## config.mk

```make
export PLATFORM = sky130hd
export DESIGN_NAME = instruction_fetch_unit
export DESIGN_NICKNAME = d
export VERILOG_FILES = /design/src/rtl/fetch_pkg.sv /design/src/rtl/next_pc_logic.sv /design/src/rtl/instruction_fetch_unit.sv
export SDC_FILE = /design/constraint.sdc
export NUM_CORES = 1
export LEC_CHECK = 0
export ABC_AREA = 1
export CAP_MARGIN = 20
export CORE_UTILIZATION = 40
export CTS_CLUSTER_DIAMETER = 100
export DETAILED_ROUTE_END_ITERATION = 8
export PLACE_DENSITY = 0.77
export SYNTH_ARGS = -nofsm -noshare
export SYNTH_HDL_FRONTEND = slang
export SYNTH_HIERARCHICAL = 1
export SYNTH_SLANG_ARGS = --single-unit
```

## constraint.sdc

```tcl
create_clock -name Clk -period 2.8 [get_ports Clk]
set_input_delay 0.84 -clock Clk [delete_from_list [all_inputs] [get_ports Clk]]
set_output_delay 0.84 -clock Clk [all_outputs]
set_load 0.01 [all_outputs]
```

## src/rtl/fetch_pkg.sv

```systemverilog
// Shared constants for the instruction fetch unit: FSM state codes,
// the PC increment and the next-PC select codes.
package fetch_pkg;

  localparam logic [1:0] S_REQ  = 2'd0;
  localparam logic [1:0] S_EXEC = 2'd1;
  localparam logic [1:0] S_ERR  = 2'd2;

  localparam logic [31:0] PC_INC = 32'd4;

  typedef enum logic [1:0] {
    NPC_SEQ = 2'd0,
    NPC_BR  = 2'd1,
    NPC_J   = 2'd2,
    NPC_JR  = 2'd3
  } npc_sel_e;

endpackage

```

## src/rtl/next_pc_logic.sv

```systemverilog
// Next-PC selection: fixed-priority mux (JR > J > branch > sequential),
// branch/jump target arithmetic and word-alignment check.
module next_pc_logic
  import fetch_pkg::*;
(
  input  logic        [31:0] pc_plus4_i,
  input  logic               branch_i,
  input  logic               jump_i,
  input  logic               jump_reg_i,
  input  logic signed [31:0] branch_offset_i,
  input  logic        [25:0] jump_index_i,
  input  logic        [31:0] reg_target_i,
  output logic        [31:0] next_pc,
  output logic               misaligned
);

  npc_sel_e           sel;
  logic signed [31:0] br_disp;
  logic        [31:0] br_target;
  logic        [31:0] j_target;

  // Offset is in words; the shift and add both wrap modulo 2^32.
  assign br_disp   = branch_offset_i <<< 2;
  assign br_target = pc_plus4_i + $unsigned(br_disp);
  assign j_target  = {pc_plus4_i[31:28], jump_index_i, 2'b00};

  always_comb begin
    sel = NPC_SEQ;
    if (jump_reg_i)    sel = NPC_JR;
    else if (jump_i)   sel = NPC_J;
    else if (branch_i) sel = NPC_BR;
  end

  always_comb begin
    next_pc = pc_plus4_i;
    case (sel)
      NPC_JR:  next_pc = reg_target_i;
      NPC_J:   next_pc = j_target;
      NPC_BR:  next_pc = br_target;
      default: next_pc = pc_plus4_i;
    endcase
  end

  assign misaligned = |next_pc[1:0];

endmodule

```

## src/rtl/instruction_fetch_unit.sv

```systemverilog
// Instruction fetch unit: PC register, req/ack fetch FSM with timeout,
// instruction latch and sticky fetch-error flag.
module instruction_fetch_unit
  import fetch_pkg::*;
#(
  parameter logic [31:0] RESET_PC = 32'h0000_0000,
  parameter int          TIMEOUT  = 16,
  parameter int          CNT_W    = 5
) (
  input  logic        Clk,
  input  logic        Reset,
  input  logic        Stall,
  input  logic        Branch,
  input  logic        Jump,
  input  logic        JumpReg,
  input  logic [31:0] BranchOffset,
  input  logic [25:0] JumpIndex,
  input  logic [31:0] RegTarget,
  output logic        IMemReq,
  output logic [31:0] IMemAddr,
  input  logic        IMemAck,
  input  logic [31:0] IMemData,
  output logic [31:0] Instruction,
  output logic [15:0] Imm16,
  output logic        InstrValid,
  output logic [31:0] PCResult,
  output logic [31:0] PCAddResult,
  output logic        FetchErr
);

  localparam logic [CNT_W-1:0] TIMEOUT_CNT = CNT_W'(TIMEOUT);

  logic [1:0]       state_q, state_d;
  logic [31:0]      pc_q, pc_d;
  logic [31:0]      instr_q, instr_d;
  logic             valid_q, valid_d;
  logic             err_q, err_d;
  logic [CNT_W-1:0] cnt_q, cnt_d;

  logic [31:0] pc_plus4;
  logic [31:0] next_pc;
  logic        misaligned;

  assign pc_plus4 = pc_q + PC_INC;

  next_pc_logic u_next_pc (
    .pc_plus4_i      (pc_plus4),
    .branch_i        (Branch),
    .jump_i          (Jump),
    .jump_reg_i      (JumpReg),
    .branch_offset_i ($signed(BranchOffset)),
    .jump_index_i    (JumpIndex),
    .reg_target_i    (RegTarget),
    .next_pc         (next_pc),
    .misaligned      (misaligned)
  );

  always_comb begin
    state_d = state_q;
    pc_d    = pc_q;
    instr_d = instr_q;
    valid_d = valid_q;
    err_d   = err_q;
    cnt_d   = cnt_q;
    case (state_q)
      S_REQ: begin
        if (IMemAck) begin
          instr_d = IMemData;
          valid_d = 1'b1;
          cnt_d   = '0;
          state_d = S_EXEC;
        end else begin
          cnt_d = cnt_q + CNT_W'(1);
          if (cnt_d == TIMEOUT_CNT) begin
            err_d   = 1'b1;
            state_d = S_ERR;
          end
        end
      end
      S_EXEC: begin
        // Acks arriving here are stray and deliberately dropped.
        if (!Stall) begin
          valid_d = 1'b0;
          if (misaligned) begin
            err_d   = 1'b1;
            state_d = S_ERR;
          end else begin
            pc_d    = next_pc;
            state_d = S_REQ;
          end
        end
      end
      default: ;
    endcase
  end

  always_ff @(posedge Clk) begin
    if (!Reset) begin
      state_q <= S_REQ;
      pc_q    <= RESET_PC;
      instr_q <= '0;
      valid_q <= 1'b0;
      err_q   <= 1'b0;
      cnt_q   <= '0;
    end else begin
      state_q <= state_d;
      pc_q    <= pc_d;
      instr_q <= instr_d;
      valid_q <= valid_d;
      err_q   <= err_d;
      cnt_q   <= cnt_d;
    end
  end

  // Request is masked while reset is held so memory never sees a fetch then.
  assign IMemReq     = Reset && (state_q == S_REQ);
  assign IMemAddr    = pc_q;
  assign PCResult    = pc_q;
  assign PCAddResult = pc_plus4;
  assign Instruction = instr_q;
  assign Imm16       = instr_q[15:0];
  assign InstrValid  = valid_q;
  assign FetchErr    = err_q;

endmodule

```

After elaboration in Yosys (flattened, before gate mapping)
Index checks and enable logic that the tools add are counted.
{"block": "classes", "n_addsub": 3, "n_eq_ne": 11, "mux": 18, "bitwise": 2, "reduce_logical": 9}
{"op": "$pmux 32 s3", "count": 1}
{"op": "$add 32x3->32 const B", "count": 1}
{"op": "$add 32x32->32", "count": 1}
{"op": "$mux 2", "count": 6}
{"op": "$ne 2x2->1 const B", "count": 5}
{"op": "$reduce_and 3->1", "count": 3}
{"op": "$mux 1", "count": 7}
{"op": "$add 5x1->5 const B", "count": 1}
{"op": "$eq 5x5->1 const B", "count": 1}
{"op": "$mux 5", "count": 1}
{"op": "$reduce_and 5->1", "count": 1}
{"op": "$eq 2x1->1 const B", "count": 2}
{"op": "$eq 2x2->1 const B", "count": 2}
{"op": "$pmux 1 s2", "count": 2}
{"op": "$pmux 2 s2", "count": 1}
{"op": "$ne 3x3->1 const B", "count": 1}
{"op": "$logic_not 2->1", "count": 1}
{"op": "$not 1->1", "count": 2}
{"op": "$reduce_and 2->1", "count": 1}
{"op": "$reduce_bool 2->1", "count": 1}
{"op": "$reduce_or 2->1", "count": 1}
{"op": "$logic_and 1x1->1", "count": 1}
{"block": "word_totals", "register_bits": 73, "wordCells": 49}

Depth between registers and ports, before layout
Gate-level depths: netlist of run 1.
{"block": "depth", "ltp_word": 9, "ltp_mapped": 22, "ltp_nobuf": 22}

Modules after synthesis
The synthesis of run 1 kept the hierarchy.
{"module": "instruction_fetch_unit", "n_inst": 1, "cells_per_inst": 530, "area_each_um2": 3782.4, "seq_area_each_um2": 1461.4}
{"module": "next_pc_logic", "n_inst": 1, "cells_per_inst": 614, "area_each_um2": 3017.9, "seq_area_each_um2": 0.0}

Worst setup path after synthesis of run 1
No wires, ideal clock.
{"block": "synth_timing", "kind": "reg2reg", "startpoint": "reg pc_q[3] (netlist: IMemAddr[3])", "endpoint": "reg pc_q[18] (netlist: IMemAddr[18])", "setup_time_ps": 116, "arrival_time_ps": 2776, "t_required_ps": 2684, "path_slack_ps": -92, "stages_incl_launch_ff": 18, "path_buffers": 0, "synth_period_minus_slack_ps": 2892, "cell_sequence": "dfxtp_1 > ha_1 > nand2_1 > nor3_1 > nand3_1 > xnor2_1 > ha_1 > nand2_1 > inv_1 > nand2_2 > inv_1 > a21oi_1 > nand2_2 > or2_0 > nand3_1 > nand4_1 > o21ai_0 > nor2_1"}
{"block": "synth_via", "elab_chain_len": 3}
{"item": "from (decl)", "line": "instruction_fetch_unit.sv:34", "rtl": "logic [31:0] pc_q, pc_d;"}
{"item": "from (signal assigned)", "line": "instruction_fetch_unit.sv:107", "rtl": "pc_q <= pc_d;"}
{"item": "$add 32x3->32", "line": "instruction_fetch_unit.sv:44", "rtl": "assign pc_plus4 = pc_q + PC_INC;"}
{"item": "net PCAddResult[16]", "line": "instruction_fetch_unit.sv:27", "rtl": "output logic [31:0] PCAddResult,"}
{"item": "$add 32x32->32", "line": "next_pc_logic.sv:24", "rtl": "assign br_target = pc_plus4_i + $unsigned(br_disp);"}
{"item": "$pmux 32 s3", "line": "next_pc_logic.sv:36", "rtl": "case (sel)"}
{"item": "net next_pc[18]", "line": "instruction_fetch_unit.sv:41", "rtl": "logic [31:0] next_pc;"}
The timed path passes the listed nets, and every way through them passes these cells.
A chain may end at the register's enable or synchronous reset.

Final worst setup path of run 1
{"block": "layout_timing", "startpoint": "reg pc_q[10] (netlist: IMemAddr[10])", "endpoint": "reg pc_q[14] (netlist: IMemAddr[14])"}
{"block": "layout_via", "elab_chain_len": 3}
{"item": "$add 32x3->32 (*)", "line": "instruction_fetch_unit.sv:44"}
{"item": "$add 32x32->32", "line": "next_pc_logic.sv:24"}
{"item": "$pmux 32 s3 (*)", "line": "next_pc_logic.sv:36"}
{"item": "net next_pc[14]", "line": "instruction_fetch_unit.sv:41"}
Mark *: on every way through the listed nets, which the timed path passes. The rest lies on a longest branch.

==> results of run 1 <==
-- cell families after synthesis --
| kind of cell | Yosys count | share of synthesized area, % |
|---|---|---|
| simple gates | 670 | 43.7 |
| flops | 73 | 21.5 |
| fa+ha+maj | 32 | 6.00 |
| compound gates | 131 | 10.3 |
| buf+inv | 212 | 15.1 |
| xor+xnor | 26 | 3.46 |
-- sequential cells by signal (all words and copies together), names as in the netlist --
register     flops
FetchErr         1
IMemAddr        32
InstrValid       1
Instruction     32
cnt_q            5
state_q          2
-- layer usage --
metal,track usage (%),routed length (um),up-vias
met5,0,0,-
met4,17.4,2040,0
li1,-,-,4492
met1,41.2,13100,4589
met2,60.2,16200,643
met3,5.23,3110,160
-- worst min-delay path by stage --
stage                         from        to  slack (ns)  cells past startpoint
final                     FetchErr  FetchErr        0.45                      2
after global routing      FetchErr  FetchErr        0.48                      2
after CTS                 FetchErr  FetchErr        0.46                      2
after detailed placement  FetchErr  FetchErr        0.45                      2
after global placement    FetchErr  FetchErr        0.44                      2
after floorplan           cnt_q[4]  cnt_q[4]        0.46                      2
-- metrics by stage --
stage               hold slack [ns]  TNS (ns)  utilization [%]
floorplan                     0.458         0                -
global placement              0.445     -8.36             65.8
detailed placement            0.445    -10.64             65.8
CTS                           0.455     -3.52             73.8
global route                  0.483    -10.90             78.9
finish                        0.452     -6.49             78.9
-- layout make-up --
type / instances / area share [%]
well taps: 220 / 2.10
clock buffers: 9 / 1.72
clock inverters: 7 / 0.459
repair buffers: 518 / 36.2
flip-flops and latches: 73 / 11.5
inverters: 131 / 3.89
multi-input cells: 859 / 44.1
diodes: 2 / 0.0383
-- worst max-delay path, stage by stage, from the launching register on --
cell	delay (ns)
sky130_fd_sc_hd__dfxtp_4	0.39
sky130_fd_sc_hd__nand2_4	0.09
sky130_fd_sc_hd__buf_6	0.13
sky130_fd_sc_hd__nor3_4	0.19
sky130_fd_sc_hd__nand2_2	0.15
sky130_fd_sc_hd__nor2_4	0.17
sky130_fd_sc_hd__buf_12	0.13
sky130_fd_sc_hd__xor2_4	0.21
sky130_fd_sc_hd__ha_4	0.25
sky130_fd_sc_hd__buf_6	0.13
sky130_fd_sc_hd__nand2_2	0.06
sky130_fd_sc_hd__nand2_2	0.06
sky130_fd_sc_hd__inv_1	0.07
sky130_fd_sc_hd__nand2_2	0.08
sky130_fd_sc_hd__inv_2	0.09
sky130_fd_sc_hd__nand3_4	0.11
sky130_fd_sc_hd__o21ai_1	0.24
sky130_fd_sc_hd__a21o_1	0.13
sky130_fd_sc_hd__nand4_1	0.11
sky130_fd_sc_hd__o21ai_0	0.19
sky130_fd_sc_hd__a21oi_1	0.12
-- cells in the final DEF (no fill, tap or decap), drive strengths merged, types with 4 or more instances in the layout --
master,count
nand2,358
o21ai,71
buf,260
dfxtp,73
nand3,60
inv,133
clkbuf,20
clkdlybuf4s50,244
or2,11
nor2,173
xor2,19
xnor2,7
nor3,21
a21oi,50
ha,31
nand4,40
nand3b,4
-- what timing repair did --
| action | CTS | global route |
|---|---|---|
| buffers inserted | 36 | 26 |
| resized for setup | 274 | 248 |
| setup endpoints to repair | 53 | 53 |
| pin swaps | 103 | 127 |
-- power breakdown --
part / switching [W] / internal [W]
Clock: 0.000513 / 0.000615
Combinational: 0.000930 / 0.000945
Sequential: 0.0000780 / 0.00112
Total: 0.00152 / 0.00268
==> summary.md, run 1 <==
| Metric | Value |
|---|---|
| Violations in the final reports | `setup timing` |
| Critical path data required time | `2.99 ns` |
| Layout Skew | `0.00912 ns` |
| Average cell area after synthesis | `5.94 um2` |
| Later-pin clock latency in the skew report | `0.34 ns` |
| Unrepaired setup endpoints after global routing | `yes` |
| Post-synthesis sequential area ratio | `21.5%` |
| Clock tree buffer depth | `2` |
| Layout area overhead | `92.3%` |
| Final Worst Setup Slack | `-0.474 ns` |
| Antenna violations before repair | `2` |
| DRC violation count after routing | `0` |
| Reg2Reg Setup Slack | `-0.47 ns` |
| Biggest area contributors in the synthesized netlist | `sky130_fd_sc_hd__dfxtp_1, sky130_fd_sc_hd__nand2_1, sky130_fd_sc_hd__nor2_1, sky130_fd_sc_hd__inv_1, sky130_fd_sc_hd__buf_4` |
| Number of synthesized flops with an enable pin | `0` |
| Type of the setup path with the least slack | `flop to flop` |
| Max-cap violations | `0` |
| Die width | `132 um` |
| Area after DPL | `10900 um2` |
| Number of buffers created by CTS | `9` |
| Share of the synthesized area in the top cell type | `21.5%` |
| Finished Cell Area | `13100 um2` |
| Max-slew violation count | `0` |
| Final #Nets | `1753` |
| CTS tree | `yes` |
| Final hold violation count | `0` |
| Height of the die | `132 um` |
| Final setup violating endpoints | `37` |
| Area leader, netlist | `sky130_fd_sc_hd__dfxtp_1` |
| Via count of the first global-routing pass | `9285` |
| Root Driver | `sky130_fd_sc_hd__clkbuf_16` |
| Site Rows | `47` |
| End point of the critical path | `IMemAddr[14]` |
| Number of standard cells after synthesis | `1144` |
| Power, Total | `0.00420 W` |
| Maximum level of the CTS H-tree | `3` |
| Register bit total from synthesis | `73` |
| Distinct cell type count of the synthesized netlist | `44` |
| Initial core utilization | `41.0%` |
| Total power per unit cell area | `322 nW/um2` |
| Global-route wire length before repair | `47500 um` |
| Class of the most critical hold timing path | `flop to flop` |
| Number of warnings issued by yosys | `6` |
| Mean routed wirelength per cell | `19.0 um` |
| Die footprint | `17500 um2` |
| Number of clock sinks seen by CTS | `73` |
| Pin slew with the least headroom to its limit | `0.664 ns` |
| Dominant register cell in the synthesized netlist | `sky130_fd_sc_hd__dfxtp_1` |
| Global-route total usage across every layer | `34.6%` |
| Post-route minimum period | `3.27 ns` |
| Fraction of final layout cells with drive strength greater than 1 | `39.2%` |
| Clock slew seen by the registers of the worst setup and hold paths | `0.07 ns` |
| Fraction of synthesis flops using an asynchronous set or reset pin | `0%` |
| Netlist area before placement | `6800 um2` |
| Maximum ir drop on the vdd rail | `418 uV` |
| Core ar. | `16600 um2` |
| Port-buffer cells | `273` |
| Count of nets left with antenna violations after detail routing | `0` |
| Largest net degree at the start of global routing | `66` |
| Placed cell count | `1755` |
| Startpoint of the worst setup timing path | `IMemAddr[10]` |
| Sequential cell area in the final layout | `1510 um2` |
| Data arrival time of the critical path | `3.46 ns` |
| Most frequent cells after synthesis | `sky130_fd_sc_hd__nand2_1, sky130_fd_sc_hd__nor2_1, sky130_fd_sc_hd__inv_1` |
| Total leakage power | `6.08 nW` |
| I/O pin total | `276` |
| Max-slew headroom at the worst pin | `55.7%` |
| WL final | `34500 um` |
| Hold-fix buffer count after cts | `0` |
| Via count | `9884` |
| Post-Place Worst Slack | `-0.421 ns` |
| Final global-route overflow total | `0` |
| Dominant cell by count in the synthesized netlist | `sky130_fd_sc_hd__nand2_1` |
| Sort of element at the end of the critical path | `flop` |
| Post-detailed-placement half-perimeter wirelength | `23200 um` |
| Initial DRT Pass Iterations | `5` |
| Run status | `complete, but fails checks` |
| Post-layout instance count excluding filler cells | `1819` |
| Global placer's final weighted congestion | `0.943` |
| Worst Reg-to-Reg Cells | `20` |
| Achievable frequency | `0.305 GHz` |
| Net count after synthesis | `1305` |
| Number of vias per cell after detailed routing | `5.43` |
| Layout filler cell count | `1086` |
| Reg-to-reg critical path startpoint | `IMemAddr[10]` |
| Final Cycle Share | `117%` |
| Crit path max fanout | `3` |
| Multi-input gate area in the final layout | `5770 um2` |
| Crit Reg-Reg Endpoint | `IMemAddr[14]` |
| DRT iter0 DRCs | `1079` |
| Startpoint Class | `flop` |
Power figures use the tool's default switching activity.
==> inputs of run 2 (changes only) <==
--- a/config.mk
+++ b/config.mk
@@ -11,6 +11,7 @@
 export CTS_CLUSTER_DIAMETER = 100
 export DETAILED_ROUTE_END_ITERATION = 8
 export PLACE_DENSITY = 0.77
+export SKIP_LAST_GASP = 1
 export SYNTH_ARGS = -nofsm -noshare
 export SYNTH_HDL_FRONTEND = slang
 export SYNTH_HIERARCHICAL = 1
==> summary.md, run 2 (same netlist as run 1, synthesis figures left out) <==
| Metric | Value |
|---|---|
| Run status | `complete, but fails checks (unchanged)` |
| Violations in the final reports | `setup timing (unchanged)` |
| Layout area overhead | `90.3% (was 92.3%)` |
| Port-buffer cells | `273 (unchanged)` |
| Clock slew seen by the registers of the worst setup and hold paths | `0.07 ns (about the same)` |
| Via count | `9790 (was 9884)` |
| Maximum level of the CTS H-tree | `3 (unchanged)` |
| Max-slew headroom at the worst pin | `55.9% (was 55.7%)` |
| Height of the die | `132 um (unchanged)` |
| Critical path data required time | `3.02 ns (was 2.99 ns)` |
| WL final | `33700 um (was 34500 um)` |
| Antenna violations before repair | `1 (was 2)` |
| Crit path max fanout | `4 (was 3)` |
| Clock tree buffer depth | `2 (unchanged)` |
| Number of buffers created by CTS | `9 (unchanged)` |
| Global-route total usage across every layer | `34.5% (was 34.6%)` |
| Achievable frequency | `0.319 GHz (was 0.305 GHz)` |
| Maximum ir drop on the vdd rail | `412 uV (was 418 uV)` |
| Final hold slack | `0.453 ns (was 0.452 ns)` |
| Placed cell count | `1755 (unchanged)` |
| Site Rows | `47 (unchanged)` |
| Global-route wire length before repair | `47400 um (was 47500 um)` |
| Post-route minimum period | `3.14 ns (was 3.27 ns)` |
| Number of vias per cell after detailed routing | `5.40 (was 5.43)` |
| Final hold violation count | `0 (unchanged)` |
| Finished Cell Area | `12900 um2 (was 13100 um2)` |
| Initial core utilization | `41.0% (unchanged)` |
| Max-slew violation count | `0 (unchanged)` |
| Die footprint | `17500 um2 (unchanged)` |
| DRT iter0 DRCs | `995 (was 1079)` |
| Area after DPL | `10900 um2 (unchanged)` |
| Total leakage power | `6.00 nW (was 6.08 nW)` |
| Unrepaired setup endpoints after global routing | `yes (unchanged)` |
| Initial DRT Pass Iterations | `6 (was 5)` |
| Switching Share | `35.7% (was 36.2%)` |
| Final #Nets | `1749 (was 1753)` |
| Class of the most critical hold timing path | `flop to flop (unchanged)` |
| Post-layout instance count excluding filler cells | `1814 (was 1819)` |
| Final Worst Setup Slack | `-0.336 ns (was -0.474 ns)` |
| Core ar. | `16600 um2 (unchanged)` |
| Most common library cell in the layout ignoring fill and taps | `sky130_fd_sc_hd__nand2_1 (unchanged)` |
| Fraction of final layout cells with drive strength greater than 1 | `37.0% (was 39.2%)` |
| Pin slew with the least headroom to its limit | `0.662 ns (was 0.664 ns)` |
| Via count of the first global-routing pass | `9256 (was 9285)` |
| Net load switching power | `0.00149 W (was 0.00152 W)` |
| Number of clock sinks seen by CTS | `73 (unchanged)` |
| Global placer's final weighted congestion | `0.943 (unchanged)` |
| Clk pwr share | `26.6% (was 26.8%)` |
| Die width | `132 um (unchanged)` |
| Max-cap violations | `0 (unchanged)` |
| Sort of element at the end of the critical path | `flop (unchanged)` |
| Largest net degree at the start of global routing | `66 (unchanged)` |
| Count of nets left with antenna violations after detail routing | `0 (unchanged)` |
| I/O pin total | `276 (unchanged)` |
| Post-detailed-placement half-perimeter wirelength | `23200 um (unchanged)` |
| Total power per unit cell area | `322 nW/um2 (about the same)` |
| Share of the core filled with cells | `78.0% (was 78.9%)` |
| Final setup violating endpoints | `39 (was 37)` |
| Root Driver | `sky130_fd_sc_hd__clkbuf_16 (unchanged)` |
| Power share of the combinational group | `44.5% (was 44.6%)` |
| CTS tree | `yes (unchanged)` |
| Final global-route overflow total | `0 (unchanged)` |
| Reg power frac | `28.9% (was 28.6%)` |
| Internal power component | `0.00267 W (was 0.00268 W)` |
| Type of the setup path with the least slack | `flop to flop (unchanged)` |
| Final Cycle Share | `112% (was 117%)` |
| Mean routed wirelength per cell | `18.6 um (was 19.0 um)` |
| Later-pin clock latency in the skew report | `0.33 ns (was 0.34 ns)` |
| DRC violation count after routing | `0 (unchanged)` |
| Data arrival time of the critical path | `3.36 ns (was 3.46 ns)` |
| Layout Skew | `0.00597 ns (was 0.00912 ns)` |
| Startpoint Class | `flop (unchanged)` |
| Highest-count cells in the layout ignoring fill and taps | `sky130_fd_sc_hd__nand2_1, sky130_fd_sc_hd__clkdlybuf4s50_1, sky130_fd_sc_hd__buf_4 (unchanged)` |
-- run 2: cell types whose count changed in the layout (fill, tap and decap cells not counted), moves of 6 or more --
cell / previous run / this run
sky130_fd_sc_hd__nand2_1: 249 / 260
sky130_fd_sc_hd__nand2_4: 24 / 18
sky130_fd_sc_hd__nand2_2: 81 / 75
sky130_fd_sc_hd__inv_2: 32 / 25
sky130_fd_sc_hd__buf_6: 49 / 39
sky130_fd_sc_hd__inv_1: 92 / 101
-- run 2: metal layers --
metal / GRT usage, % / vias to the layer above / routed length [um]
met5: 0 / - / 0
met4: 17.0 / 0 / 1830
met3: 4.31 / 144 / 2920
met2: 60.3 / 604 / 16100
met1: 41.6 / 4568 / 12800
li1: - / 4474 / -
-- run 2: critical path: stages, from the launching register on --
cell	delay, ns
sky130_fd_sc_hd__dfxtp_2	0.37
sky130_fd_sc_hd__inv_4	0.07
sky130_fd_sc_hd__buf_6	0.12
sky130_fd_sc_hd__nor3_4	0.26
sky130_fd_sc_hd__nand2_2	0.15
sky130_fd_sc_hd__nor2_4	0.17
sky130_fd_sc_hd__buf_12	0.13
sky130_fd_sc_hd__xor2_4	0.21
sky130_fd_sc_hd__ha_4	0.25
sky130_fd_sc_hd__nand2_4	0.08
sky130_fd_sc_hd__inv_2	0.05
sky130_fd_sc_hd__nand2_2	0.06
sky130_fd_sc_hd__nand2_2	0.07
sky130_fd_sc_hd__a21oi_2	0.15
sky130_fd_sc_hd__nand2_4	0.11
sky130_fd_sc_hd__or2_1	0.24
sky130_fd_sc_hd__nand3_2	0.08
sky130_fd_sc_hd__nand4_1	0.19
sky130_fd_sc_hd__o21ai_1	0.18
sky130_fd_sc_hd__nor2_1	0.06
-- run 2: path summary, 6_finish.rpt --
kind / start / endpoint / slack, ns / cells after the start
setup / recovery: IMemAddr[11] / IMemAddr[15] / -0.34 / 19
hold / removal: FetchErr / FetchErr / 0.45 / 2
setup reg to reg: IMemAddr[11] / IMemAddr[15] / -0.34 / 19
hold reg to reg: FetchErr / FetchErr / 0.45 / 2
-- run 2: area by class of cell --
type                       instances  area (um2)
inverter                         131         502
timing repair buffer             514        4670
sequential                        73        1510
antenna                            1        2.50
multi-input combinational        859        5690
clock inverter                     7        60.1
tap                              220         275
fill                            1126        3640
clock buffer                       9         225
-- run 2: repair_timing --
item                                    4_1_cts  5_1_grt
resized for setup                           259      208
endpoints found under the setup margin       53       54
buffers inserted                             36       19
hold buffers                                  0        0
pin swaps                                   101      105
-- run 2: per-stage QoR --
step | total power, W | setup slack, ns | setup TNS (ns)
2_1_floorplan | 0.00192 | 0.0221 | 0
3_3_place_gp | 0.00274 | -0.375 | -8.36
3_5_place_dp | 0.00276 | -0.421 | -10.64
4_1_cts | 0.00398 | -0.220 | -3.94
5_1_grt | 0.00434 | -0.456 | -9.79
6_report | 0.00416 | -0.336 | -6.16
-- run 2: power by group through the flow --
stage / Clock [W] / Combinational (W) / Sequential, W
floorplan: 0 / 0.000663 / 0.00125
global placement: 0 / 0.00153 / 0.00121
detailed placement: 0 / 0.00154 / 0.00121
CTS: 0.00111 / 0.00167 / 0.00119
global route: 0.00118 / 0.00196 / 0.00121
finish: 0.00111 / 0.00185 / 0.00120
==> inputs of run 3 (changes only) <==
--- a/config.mk
+++ b/config.mk
@@ -5,12 +5,12 @@
 export SDC_FILE = /design/constraint.sdc
 export NUM_CORES = 1
 export LEC_CHECK = 0
-export ABC_AREA = 1
+export ABC_AREA = 0
 export CAP_MARGIN = 20
-export CORE_UTILIZATION = 40
+export CORE_UTILIZATION = 39
 export CTS_CLUSTER_DIAMETER = 100
 export DETAILED_ROUTE_END_ITERATION = 8
-export PLACE_DENSITY = 0.77
+export PLACE_DENSITY = 0.78
 export SKIP_LAST_GASP = 1
 export SYNTH_ARGS = -nofsm -noshare
 export SYNTH_HDL_FRONTEND = slang
==> summary.md, run 3 <==
| Metric | Value |
|---|---|
| Final #Nets | `1382 (was 1749)` |
| Post-synthesis sequential area ratio | `23.9% (was 21.5%)` |
| Dominant cell by count in the synthesized netlist | `sky130_fd_sc_hd__nand2_1 (unchanged)` |
| Global placer's final weighted congestion | `0.964 (was 0.943)` |
| Post-detailed-placement half-perimeter wirelength | `19200 um (was 23200 um)` |
| Switching Share | `29.8% (was 35.7%)` |
| Average cell area after synthesis | `7.47 um2 (was 5.94 um2)` |
| Clock tree buffer depth | `2 (unchanged)` |
| Register bit total from synthesis | `73 (unchanged)` |
| Final hold violation count | `0 (unchanged)` |
| Max-cap violations | `0 (unchanged)` |
| Initial core utilization | `40.0% (was 41.0%)` |
| Die footprint | `16200 um2 (was 17500 um2)` |
| Power share of the combinational group | `34.7% (was 44.5%)` |
| Max-slew headroom at the worst pin | `58.8% (was 55.9%)` |
| Most common library cell in the layout ignoring fill and taps | `sky130_fd_sc_hd__clkdlybuf4s50_1 (was sky130_fd_sc_hd__nand2_1)` |
| Later-pin clock latency in the skew report | `0.33 ns (about the same)` |
| Most frequent cell on the critical path | `sky130_fd_sc_hd__a21o_1 (was sky130_fd_sc_hd__nand2_2)` |
| Post-Place Worst Slack | `-0.876 ns (was -0.421 ns)` |
| Run status | `complete, but fails checks (unchanged)` |
| Net load switching power | `0.00108 W (was 0.00149 W)` |
| Die width | `127 um (was 132 um)` |
| Antenna violations before repair | `1 (unchanged)` |
| Class of the most critical hold timing path | `flop to flop (unchanged)` |
| Achievable frequency | `0.292 GHz (was 0.319 GHz)` |
| Total leakage power | `4.96 nW (was 6.00 nW)` |
| Data arrival time of the critical path | `3.64 ns (was 3.36 ns)` |
| Site Rows | `45 (was 47)` |
| Internal power component | `0.00253 W (was 0.00267 W)` |
| DRT iter0 DRCs | `799 (was 995)` |
| Area leader, netlist | `sky130_fd_sc_hd__dfxtp_1 (unchanged)` |
| Pin slew with the least headroom to its limit | `0.618 ns (was 0.662 ns)` |
| Highest-count cells in the layout ignoring fill and taps | `sky130_fd_sc_hd__clkdlybuf4s50_1, sky130_fd_sc_hd__buf_4, sky130_fd_sc_hd__nand2_1 (was sky130_fd_sc_hd__nand2_1, sky130_fd_sc_hd__clkdlybuf4s50_1, sky130_fd_sc_hd__buf_4)` |
| Biggest area contributors in the synthesized netlist | `sky130_fd_sc_hd__dfxtp_1, sky130_fd_sc_hd__nand2_1, sky130_fd_sc_hd__ha_1, sky130_fd_sc_hd__buf_4, sky130_fd_sc_hd__a21boi_0 (was sky130_fd_sc_hd__dfxtp_1, sky130_fd_sc_hd__nand2_1, sky130_fd_sc_hd__nor2_1, sky130_fd_sc_hd__inv_1, sky130_fd_sc_hd__buf_4)` |
| Delay of the slowest cell on the worst path | `0.41 ns (was 0.37 ns)` |
| Netlist area before placement | `6110 um2 (was 6800 um2)` |
| Startpoint Class | `flop (unchanged)` |
| Total power per unit cell area | `306 nW/um2 (was 322 nW/um2)` |
| Dominant register cell in the synthesized netlist | `sky130_fd_sc_hd__dfxtp_1 (unchanged)` |
| Clock slew seen by the registers of the worst setup and hold paths | `0.06 ns (was 0.07 ns)` |
| Number of buffers created by CTS | `9 (unchanged)` |
| Hold-fix buffer count after cts | `0 (unchanged)` |
| Reg power frac | `31.1% (was 28.9%)` |
| Core ar. | `15300 um2 (was 16600 um2)` |
| Maximum ir drop on the vdd rail | `361 uV (was 412 uV)` |
| Count of nets left with antenna violations after detail routing | `0 (unchanged)` |
| Global-route total usage across every layer | `31.7% (was 34.5%)` |
| Fraction of final layout cells with drive strength greater than 1 | `34.5% (was 37.0%)` |
| Crit path max fanout | `2 (was 4)` |
| Violations in the final reports | `setup timing (unchanged)` |
| Initial DRT Pass Iterations | `6 (unchanged)` |
| Cell Chain, Critical Path | `nand3_2 -> nor4_4 -> and2_4 -> nand2_4 -> xnor2_4 -> ha_4 -> a21o_1 -> a21o_1 -> and3_1 -> or4_1 -> a31o_2 -> a41oi_2 -> a21oi_1 -> nand3b_1 -> nand2_1 -> a21boi_1 (was inv_4 -> buf_6 -> nor3_4 -> nand2_2 -> nor2_4 -> buf_12 -> xor2_4 -> ha_4 -> nand2_4 -> inv_2 -> nand2_2 -> nand2_2 -> a21oi_2 -> nand2_4 -> or2_1 -> nand3_2 -> nand4_1 -> o21ai_1 -> nor2_1)` |
| Final Cycle Share | `122% (was 112%)` |
| Distinct cell type count of the synthesized netlist | `70 (was 44)` |
| Mean routed wirelength per cell | `19.9 um (was 18.6 um)` |
| Final global-route overflow total | `0 (unchanged)` |
| I/O pin total | `276 (unchanged)` |
| Share of the core filled with cells | `77.4% (was 78.0%)` |
| Number of standard cells after synthesis | `817 (was 1144)` |
| Maximum level of the CTS H-tree | `3 (unchanged)` |
| Share of the synthesized area in the top cell type | `23.9% (was 21.5%)` |
| Net count after synthesis | `978 (was 1305)` |
| Critical path data required time | `3.02 ns (about the same)` |
| Sort of element at the end of the critical path | `flop (unchanged)` |
| Layout area overhead | `93.5% (was 90.3%)` |
| WL final | `28600 um (was 33700 um)` |
| Cell with the largest stage delay on the worst path | `sky130_fd_sc_hd__or4_1 (was sky130_fd_sc_hd__dfxtp_2)` |
| Max-slew violation count | `0 (unchanged)` |
| Via count of the first global-routing pass | `7642 (was 9256)` |
| CTS tree | `yes (unchanged)` |
| Final setup violating endpoints | `36 (was 39)` |
| Number of clock sinks seen by CTS | `73 (unchanged)` |
| Global-route wire length before repair | `40300 um (was 47400 um)` |
| Clk pwr share | `34.2% (was 26.6%)` |
| DRC violation count after routing | `0 (unchanged)` |
| Number of warnings issued by yosys | `6 (unchanged)` |
| Type of the setup path with the least slack | `flop to flop (unchanged)` |
| Largest net degree at the start of global routing | `74 (was 66)` |
| Number of synthesized flops with an enable pin | `0 (unchanged)` |
| Most frequent cells after synthesis | `sky130_fd_sc_hd__nand2_1, sky130_fd_sc_hd__dfxtp_1, sky130_fd_sc_hd__a21oi_1 (was sky130_fd_sc_hd__nand2_1, sky130_fd_sc_hd__nor2_1, sky130_fd_sc_hd__inv_1)` |
| Via count | `8063 (was 9790)` |
| Number of vias per cell after detailed routing | `5.61 (was 5.40)` |
| Final Worst Setup Slack | `-0.621 ns (was -0.336 ns)` |
| Unrepaired setup endpoints after global routing | `yes (unchanged)` |
| Port-buffer cells | `273 (unchanged)` |
| Root Driver | `sky130_fd_sc_hd__clkbuf_16 (unchanged)` |
| Fraction of synthesis flops using an asynchronous set or reset pin | `0% (unchanged)` |
| Layout Skew | `0.00827 ns (was 0.00597 ns)` |
| Post-route minimum period | `3.42 ns (was 3.14 ns)` |
| Height of the die | `127 um (was 132 um)` |
[run 3: logic make-up (layout without fill, tap and decap cells)]
group	after synthesis	in the layout	share of synthesized area, %
other cells	0	1	0
buf+inv	107	516	10.1
mux	3	3	0.492
xor+xnor	49	49	7.15
flops	73	73	23.9
fa+ha+maj	32	32	6.68
compound gates	249	249	27.8
simple gates	304	304	23.8
[run 3: layer usage]
| layer | track usage, % | routed length (um) | up-vias |
|---|---|---|---|
| li1 | - | - | 3656 |
| met1 | 40.7 | 11300 | 3815 |
| met2 | 53.8 | 13500 | 501 |
| met3 | 5.70 | 2750 | 91 |
| met4 | 10.4 | 984 | 0 |
| met5 | 0 | 0 | - |
[run 3: timing repair]
item,CTS,global route
setup buffers,26,21
resized for setup,196,104
cloned,0,1
pin swaps,111,85
endpoints found under the setup margin,51,49
[run 3: final timing paths]
path,startpoint,slack (ns),cells after the start,endpoint
setup / recovery,IMemAddr[18],-0.62,16,IMemAddr[31]
hold reg to reg,Instruction[26],0.46,2,Instruction[26]
hold / removal,Instruction[26],0.46,2,Instruction[26]
setup reg to reg,IMemAddr[18],-0.62,16,IMemAddr[31]
[run 3: power by group through the flow]
stage,combinational [W],sequential [W],clock (W)
finish,0.00125,0.00112,0.00124
global route,0.00132,0.00113,0.00130
CTS,0.00114,0.00112,0.00126
detailed placement,0.00107,0.00114,0
global placement,0.00106,0.00114,0
floorplan,0.000461,0.00117,0
[run 3: worst max-delay path: cells and delay by family (launching register included)]
family | cells | cell delay, ns
AOI/OAI and AO/OA | 6 | 0.89
xor gates and xnor gates | 1 | 0.27
adders and majority gates | 1 | 0.25
DFF | 1 | 0.36
and+or+nand+nor | 8 | 1.55
[run 3: layout make-up]
type / count / area (um2)
diodes: 1 / 2.50
clock buffers: 10 / 229
clock inverters: 6 / 91.3
fillers: 1000 / 3440
inverters: 12 / 45.0
multi-input cells: 637 / 5200
flip-flops and latches: 73 / 1510
well taps: 211 / 264
repair buffers: 488 / 4470
[run 3: through the flow]
| stage | TNS [ns] | std cells | hold WS [ns] | power, W | cell area (um2) |
|---|---|---|---|---|---|
| 2_1_floorplan | -4.01 | 817 | 0.474 | 0.00163 | 6370 |
| 3_3_place_gp | -18.66 | 1386 | 0.449 | 0.00220 | 10200 |
| 3_5_place_dp | -20.35 | 1386 | 0.458 | 0.00221 | 10200 |
| 4_1_cts | -8.84 | 1424 | 0.465 | 0.00352 | 11300 |
| 5_1_grt | -15.21 | 1438 | 0.487 | 0.00374 | 11800 |
| 6_report | -11.26 | 1438 | 0.465 | 0.00361 | 11800 |
